==> src/rtl/slider_cmd_gen_pkg.sv <==
// Shared slider settings: mode encodings, key indices and the
// autopilot axis helper used by the command generator.
package slider_cmd_gen_pkg;

  typedef enum logic [1:0] {
    MODE_IDLE   = 2'd0,
    MODE_MANUAL = 2'd1,
    MODE_AUTO   = 2'd2
  } mode_e;

  localparam int KEY_GO   = 0;
  localparam int KEY_BACK = 1;
  localparam int KEY_UP   = 2;
  localparam int KEY_DOWN = 3;

  // Returns {positive, negative} move request for one axis
  function automatic logic [1:0] axisCmd(
    input logic [9:0] tgt,
    input logic [9:0] cur,
    input int         deadband
  );
    logic signed [10:0] e;
    logic signed [10:0] db;
    e  = $signed({1'b0, tgt}) - $signed({1'b0, cur});
    db = 11'(deadband);
    return {e > db, e < -db};
  endfunction

endpackage

==> src/rtl/slider_cmd_gen_key_debounce.sv <==
// One board key: two-flop synchronizer, then a tick-paced
// debouncer producing an active-high pressed level.
module key_debounce #(
  parameter int DB_TICKS = 2
) (
  input  logic clk,
  input  logic rst_n,
  input  logic tick,
  input  logic raw_n,
  output logic pressed
);

  localparam int CW = $clog2(DB_TICKS + 1);

  logic [1:0]    syncQ;
  logic          level;
  logic [CW-1:0] cnt;

  always_ff @(posedge clk or negedge rst_n) begin
    if (!rst_n) syncQ <= 2'b11;
    else        syncQ <= {syncQ[0], raw_n};
  end

  assign level = ~syncQ[1];

  always_ff @(posedge clk or negedge rst_n) begin
    if (!rst_n) begin
      cnt     <= '0;
      pressed <= 1'b0;
    end else if (tick) begin
      if (level != pressed) begin
        if (cnt == CW'(DB_TICKS - 1)) begin
          pressed <= level;
          cnt     <= '0;
        end else begin
          cnt <= cnt + 1'b1;
        end
      end else begin
        cnt <= '0;
      end
    end
  end

endmodule

==> src/rtl/slider_cmd_gen.sv <==
// Slider motion command source: debounced keys or autopilot,
// one registered strobe per frame tick.
module slider_cmd_gen
  import slider_cmd_gen_pkg::*;
#(
  parameter int TICK_DIV     = 416667,
  parameter int DB_TICKS     = 2,
  parameter int DEADBAND     = 4,
  parameter int RESUME_TICKS = 120
) (
  input  logic       iVGA_CLK,
  input  logic       iRST_n,
  input  logic [3:0] iKEY_n,
  input  logic       iAuto_en,
  input  logic [9:0] iTarget_x,
  input  logic [9:0] iTarget_y,
  input  logic [9:0] iSlider_x,
  input  logic [9:0] iSlider_y,
  output logic       oSlider_go,
  output logic       oSlider_back,
  output logic       oSlider_up,
  output logic       oSlider_down,
  output logic [1:0] oMode
);

  localparam int TCW = (TICK_DIV > 1) ? $clog2(TICK_DIV) : 1;
  localparam int RCW = $clog2(RESUME_TICKS + 1);

  logic [TCW-1:0] tickCnt;
  logic           tick;
  logic [3:0]     keys;
  logic           anyKey;
  mode_e          state, nextState;
  logic [RCW-1:0] resumeCnt, resumeNext;
  logic [1:0]     ax, ay;
  logic [3:0]     cmd;

  assign tick = (tickCnt == TCW'(TICK_DIV - 1));

  always_ff @(posedge iVGA_CLK or negedge iRST_n) begin
    if (!iRST_n) tickCnt <= '0;
    else if (tick) tickCnt <= '0;
    else tickCnt <= tickCnt + 1'b1;
  end

  for (genvar i = 0; i < 4; i++) begin : gKey
    key_debounce #(.DB_TICKS(DB_TICKS)) uDb (
      .clk    (iVGA_CLK),
      .rst_n  (iRST_n),
      .tick   (tick),
      .raw_n  (iKEY_n[i]),
      .pressed(keys[i])
    );
  end

  assign anyKey = |keys;

  always_ff @(posedge iVGA_CLK or negedge iRST_n) begin
    if (!iRST_n) begin
      state     <= MODE_IDLE;
      resumeCnt <= '0;
    end else begin
      state     <= nextState;
      resumeCnt <= resumeNext;
    end
  end

  always_comb begin
    nextState  = state;
    resumeNext = resumeCnt;
    if (tick) begin
      case (state)
        MODE_IDLE: begin
          if (anyKey) begin
            nextState  = MODE_MANUAL;
            resumeNext = '0;
          end else if (iAuto_en) begin
            nextState = MODE_AUTO;
          end
        end
        MODE_AUTO: begin
          if (anyKey) begin
            nextState  = MODE_MANUAL;
            resumeNext = '0;
          end else if (!iAuto_en) begin
            nextState = MODE_IDLE;
          end
        end
        MODE_MANUAL: begin
          if (anyKey) begin
            resumeNext = '0;
          end else if (resumeCnt == RCW'(RESUME_TICKS - 1)) begin
            resumeNext = '0;
            nextState  = iAuto_en ? MODE_AUTO : MODE_IDLE;
          end else begin
            resumeNext = resumeCnt + 1'b1;
          end
        end
        default: nextState = MODE_IDLE;
      endcase
    end
  end

  assign ax = axisCmd(iTarget_x, iSlider_x, DEADBAND);
  assign ay = axisCmd(iTarget_y, iSlider_y, DEADBAND);

  // cmd = {go, back, up, down}
  always_comb begin
    cmd = 4'b0000;
    unique case (1'b1)
      (state == MODE_MANUAL): begin
        cmd[3] = keys[KEY_GO]   & ~keys[KEY_BACK];
        cmd[2] = keys[KEY_BACK] & ~keys[KEY_GO];
        cmd[1] = keys[KEY_UP]   & ~keys[KEY_DOWN];
        cmd[0] = keys[KEY_DOWN] & ~keys[KEY_UP];
      end
      (state == MODE_AUTO): begin
        cmd[3] = ax[1];
        cmd[2] = ax[0];
        cmd[1] = ay[0];
        cmd[0] = ay[1];
      end
      default: cmd = 4'b0000;
    endcase
  end

  always_ff @(posedge iVGA_CLK or negedge iRST_n) begin
    if (!iRST_n) begin
      {oSlider_go, oSlider_back, oSlider_up, oSlider_down} <= 4'b0000;
    end else begin
      {oSlider_go, oSlider_back, oSlider_up, oSlider_down} <=
        tick ? cmd : 4'b0000;
    end
  end

  assign oMode = state;

endmodule

==> config.mk <==
export PLATFORM = sky130hd
export DESIGN_NAME = slider_cmd_gen
export DESIGN_NICKNAME = d
export VERILOG_FILES = /design/src/rtl/slider_cmd_gen_pkg.sv /design/src/rtl/slider_cmd_gen_key_debounce.sv /design/src/rtl/slider_cmd_gen.sv
export SDC_FILE = /design/constraint.sdc
export NUM_CORES = 1
export LEC_CHECK = 0
export ABC_AREA = 0
export ABC_CLOCK_PERIOD_IN_PS = 3500
export CAP_MARGIN = 5
export CORE_MARGIN = 2
export CORE_UTILIZATION = 31
export CTS_CLUSTER_SIZE = 8
export DETAILED_ROUTE_END_ITERATION = 10
export GPL_ROUTABILITY_DRIVEN = 1
export PLACE_DENSITY = 0.51
export SLEW_MARGIN = 30
export SYNTH_ARGS = -nofsm -noshare
export SYNTH_HDL_FRONTEND = slang
export SYNTH_HIERARCHICAL = 1
export SYNTH_SLANG_ARGS = --single-unit
==> constraint.sdc <==
create_clock -name iVGA_CLK -period 3.5 [get_ports iVGA_CLK]
set_input_delay 0.35 -clock iVGA_CLK [delete_from_list [all_inputs] [get_ports iVGA_CLK]]
set_output_delay 0.35 -clock iVGA_CLK [all_outputs]
set_load 0.01 [all_outputs]
==> summary.md <==
| Metric | Value |
|---|---|
| Synthesized instance count | `397` |
| Reg-to-Reg Start | `tickCnt[2]` |
| Final Hold Viols | `0` |
| Top_reg_cell synth | `dfrtp_1` |
| Num CTS Buffers | `5` |
| FF+latch area | `0.00131 mm²` |
| IO Port Bufs | `52` |
| Rows | `39` |
| Initial Utilization | `31.6%` |
| Worst Setup End Kind | `flop` |
| GR Util All Layers | `12.9%` |
| Async set-reset flop share out of synthesis | `100%` |
| Tightest Pin Transition | `0.812 ns` |
| Outcome | `completed` |
| Nets@finish | `529` |
| Synth Register Bits | `52` |
| Largest net degree at the start of global routing | `37` |
| Vias in the first global route | `2,961` |
| Most frequent cells in the layout | `clkdlybuf4s50_1, dfrtp_1, inv_1, nor2_1, ha_1` |
| Root buf cell | `clkbuf_16` |
| Placer Congestion | `0.787` |
| Detailed placement HPWL | `5880 µm` |
| Global route overflow | `0` |
| DR pass1 iterations | `4` |
| FMAX | `376 MHz` |
| Layout cells sized above 1 | `5.51%` |
| Clock tree from TritonCTS | `built` |
| Setup Skew | `0.00642 ns` |
| Leakage power total | `1.98 nW` |
| Worst skew pair latency | `0.30 ns` |
| Synthesis-to-finish area growth | `23.6%` |
| Most common cell after layout, fill and taps aside | `clkdlybuf4s50_1` |
| YS warnings | `6` |
| Worst-path clk slew | `0.07 ns` |
| Htree depth | `2` |
| Antenna viol nets, final | `0` |
| Setup crit start kind | `input port` |
| Arrival @ worst endpoint | `2.83 ns` |
| Filler instances | `1,177` |
| Mean Syn Cell Area | `9.01 µm²` |
| Remaining DRCs | `0` |
| Seq/Total Area, Yosys | `36.7%` |
| Area share of the largest cell type after synthesis | `30.8%` |
| # diodes | `0` |
| Clk sink count | `52` |
| Final core occ | `39.1%` |
| DR iter-0 viols | `103` |
| Clock buffer depth | `2` |
| VDD IR max | `0.000182 V` |
| Post-CTS Resized | `0` |
| RSZ-0062 raised after global routing | `no` |
| Netlist cell types | `55` |
| Pwr Density | `314 mW/mm²` |
| Post-CTS Hold Fix Bufs | `0` |
| Via Count | `2,996` |
| Post-Synthesis Net Count | `473` |
| Critical Path RT | `3.68 ns` |
| Critical-path maximum fanout | `3` |
| Max-slew headroom | `45.9%` |
| Detailed Route WL | `7640 µm` |
| Core box area | `0.0113 mm²` |
| Setup-failing EPs final | `0` |
| Via/cell ratio | `5.02` |
| Antenna violations before repair | `0` |
| Fin crit period | `2.66 ns` |
| First-pass GRT wire length | `13,600 µm` |
| MaxCap Viol Count | `0` |
| Mapped cell area | `0.00358 mm²` |
| Postcts setup bufs | `0` |
| Die X | `111 µm` |
| Die area | `0.0124 mm²` |
| Ranking of synthesized cells by area | `dfrtp_1, ha_1, dfstp_2` |
| I/O pins | `53` |
| Height of the die | `111 µm` |
| Final Max Tran Viols | `0` |
| Multi-input logic area | `0.00210 mm²` |
| Crit Path Category | `in2reg` |
| Post-synth top area cell | `dfrtp_1` |
| Period utilization | `75.9%` |
| Sum Neg Setup Slack | `0 ns` |
| HP Class | `in2async` |
| Avg WL per Cell | `12.8 µm` |
| EDFF count, synth | `0` |
| Worst hold slack | `0.143 ns` |
| CP Launch Point | `iSlider_x[0]` |
## routing by layer
metal	wire (µm)	share of wire [%]	GRT usage, %
met1	3630	48	17.0
met3	227	3.0	2.50
met4	59	0.77	2.96
met2	3720	49	22.1
met5	0	0	0
## logic make-up after synthesis
group,share of synthesized area (%)
compound gates,15.5
xor+xnor,8.32
fa+ha+maj,10.6
buf+inv,4.55
flops,36.7
mux,1.40
simple gates,23.0
## synthesized netlist by cell type (2+ instances only)
master and n:
nand2b_1 20, fa_1 2, o211ai_1 2, nor3b_1 2
o21ai_0 18, nand4b_1 2, o22ai_1 4, nor4_1 5
xnor2_1 16, mux2i_1 5, nor3_1 2, dfstp_2 8
a21o_1 7, dfrtp_1 44, and3_1 9, ha_1 27
a31oi_1 3, nand4_1 4, o21ai_1 12, or3_1 2
o31ai_1 7, nand3_1 20, nor2b_1 9, nor2_1 32
nand3b_1 7, xor2_1 18, clkbuf_1 5, inv_1 37
o2111ai_1 5, a21oi_1 15, nand2_1 24
## state kept, by name, summed over array words and instances (netlist names)
signal	flops
gKey.uDb/cnt	8
gKey.uDb/pressed	4
gKey.uDb/syncQ	8
oMode	2
oSlider_back	1
oSlider_down	1
oSlider_go	1
oSlider_up	1
resumeCnt	7
tickCnt	19
## power breakdown
group          switching, mW  internal [mW]
registers            0.00247          0.609
clock network          0.237          0.272
logic                  0.136          0.133
total                  0.376           1.01
## layout make-up
| type | instances | share of cell area, % |
|---|---|---|
| clock buffer | 5 | 2.83 |
| clock inverter | 3 | 0.622 |
| inverter | 37 | 3.14 |
| multi-input combinational | 302 | 47.6 |
| sequential | 52 | 29.6 |
| tap | 143 | 4.05 |
| timing repair buffer | 55 | 12.2 |
## worst paths after layout
path,to,slack [ns],depth (start not counted)
worst max-delay path,oSlider_go,0.84,11
worst min-delay path,resumeCnt[6],0.14,1
worst max register to register,gKey[2].uDb/pressed,1.09,5
worst min register to register,gKey[2].uDb/syncQ[1],0.36,0
max in group asynchronous,gKey[1].uDb/syncQ[1],2.56,2
min in group iVGA_CLK,gKey[2].uDb/syncQ[1],0.36,0
## per-stage QoR
step / cells / cell area [µm²] / power (mW) / setup slack [ns]
6_report: 597 / 4420 / 1.39 / 0.843
5_1_grt: 597 / 4420 / 1.46 / 0.525
4_1_cts: 597 / 4420 / 1.41 / 0.813
3_5_place_dp: 589 / 4270 / 0.893 / 0.518
3_3_place_gp: 589 / 4270 / 0.891 / 0.612
2_1_floorplan: 397 / 3580 / 0.789 / 1.22
## worst max-delay path, cell delays in order
cell and delay [ns]:
clkdlybuf4s50_1 0.47, ha_1 0.16, inv_1 0.06, fa_1 0.41, a211oi_1 0.35, o21ai_1 0.18, o31ai_1 0.26, xor2_1 0.21
o21ai_1 0.09, nor3b_1 0.20, o31ai_1 0.09
Power figures use the tool's default switching activity.
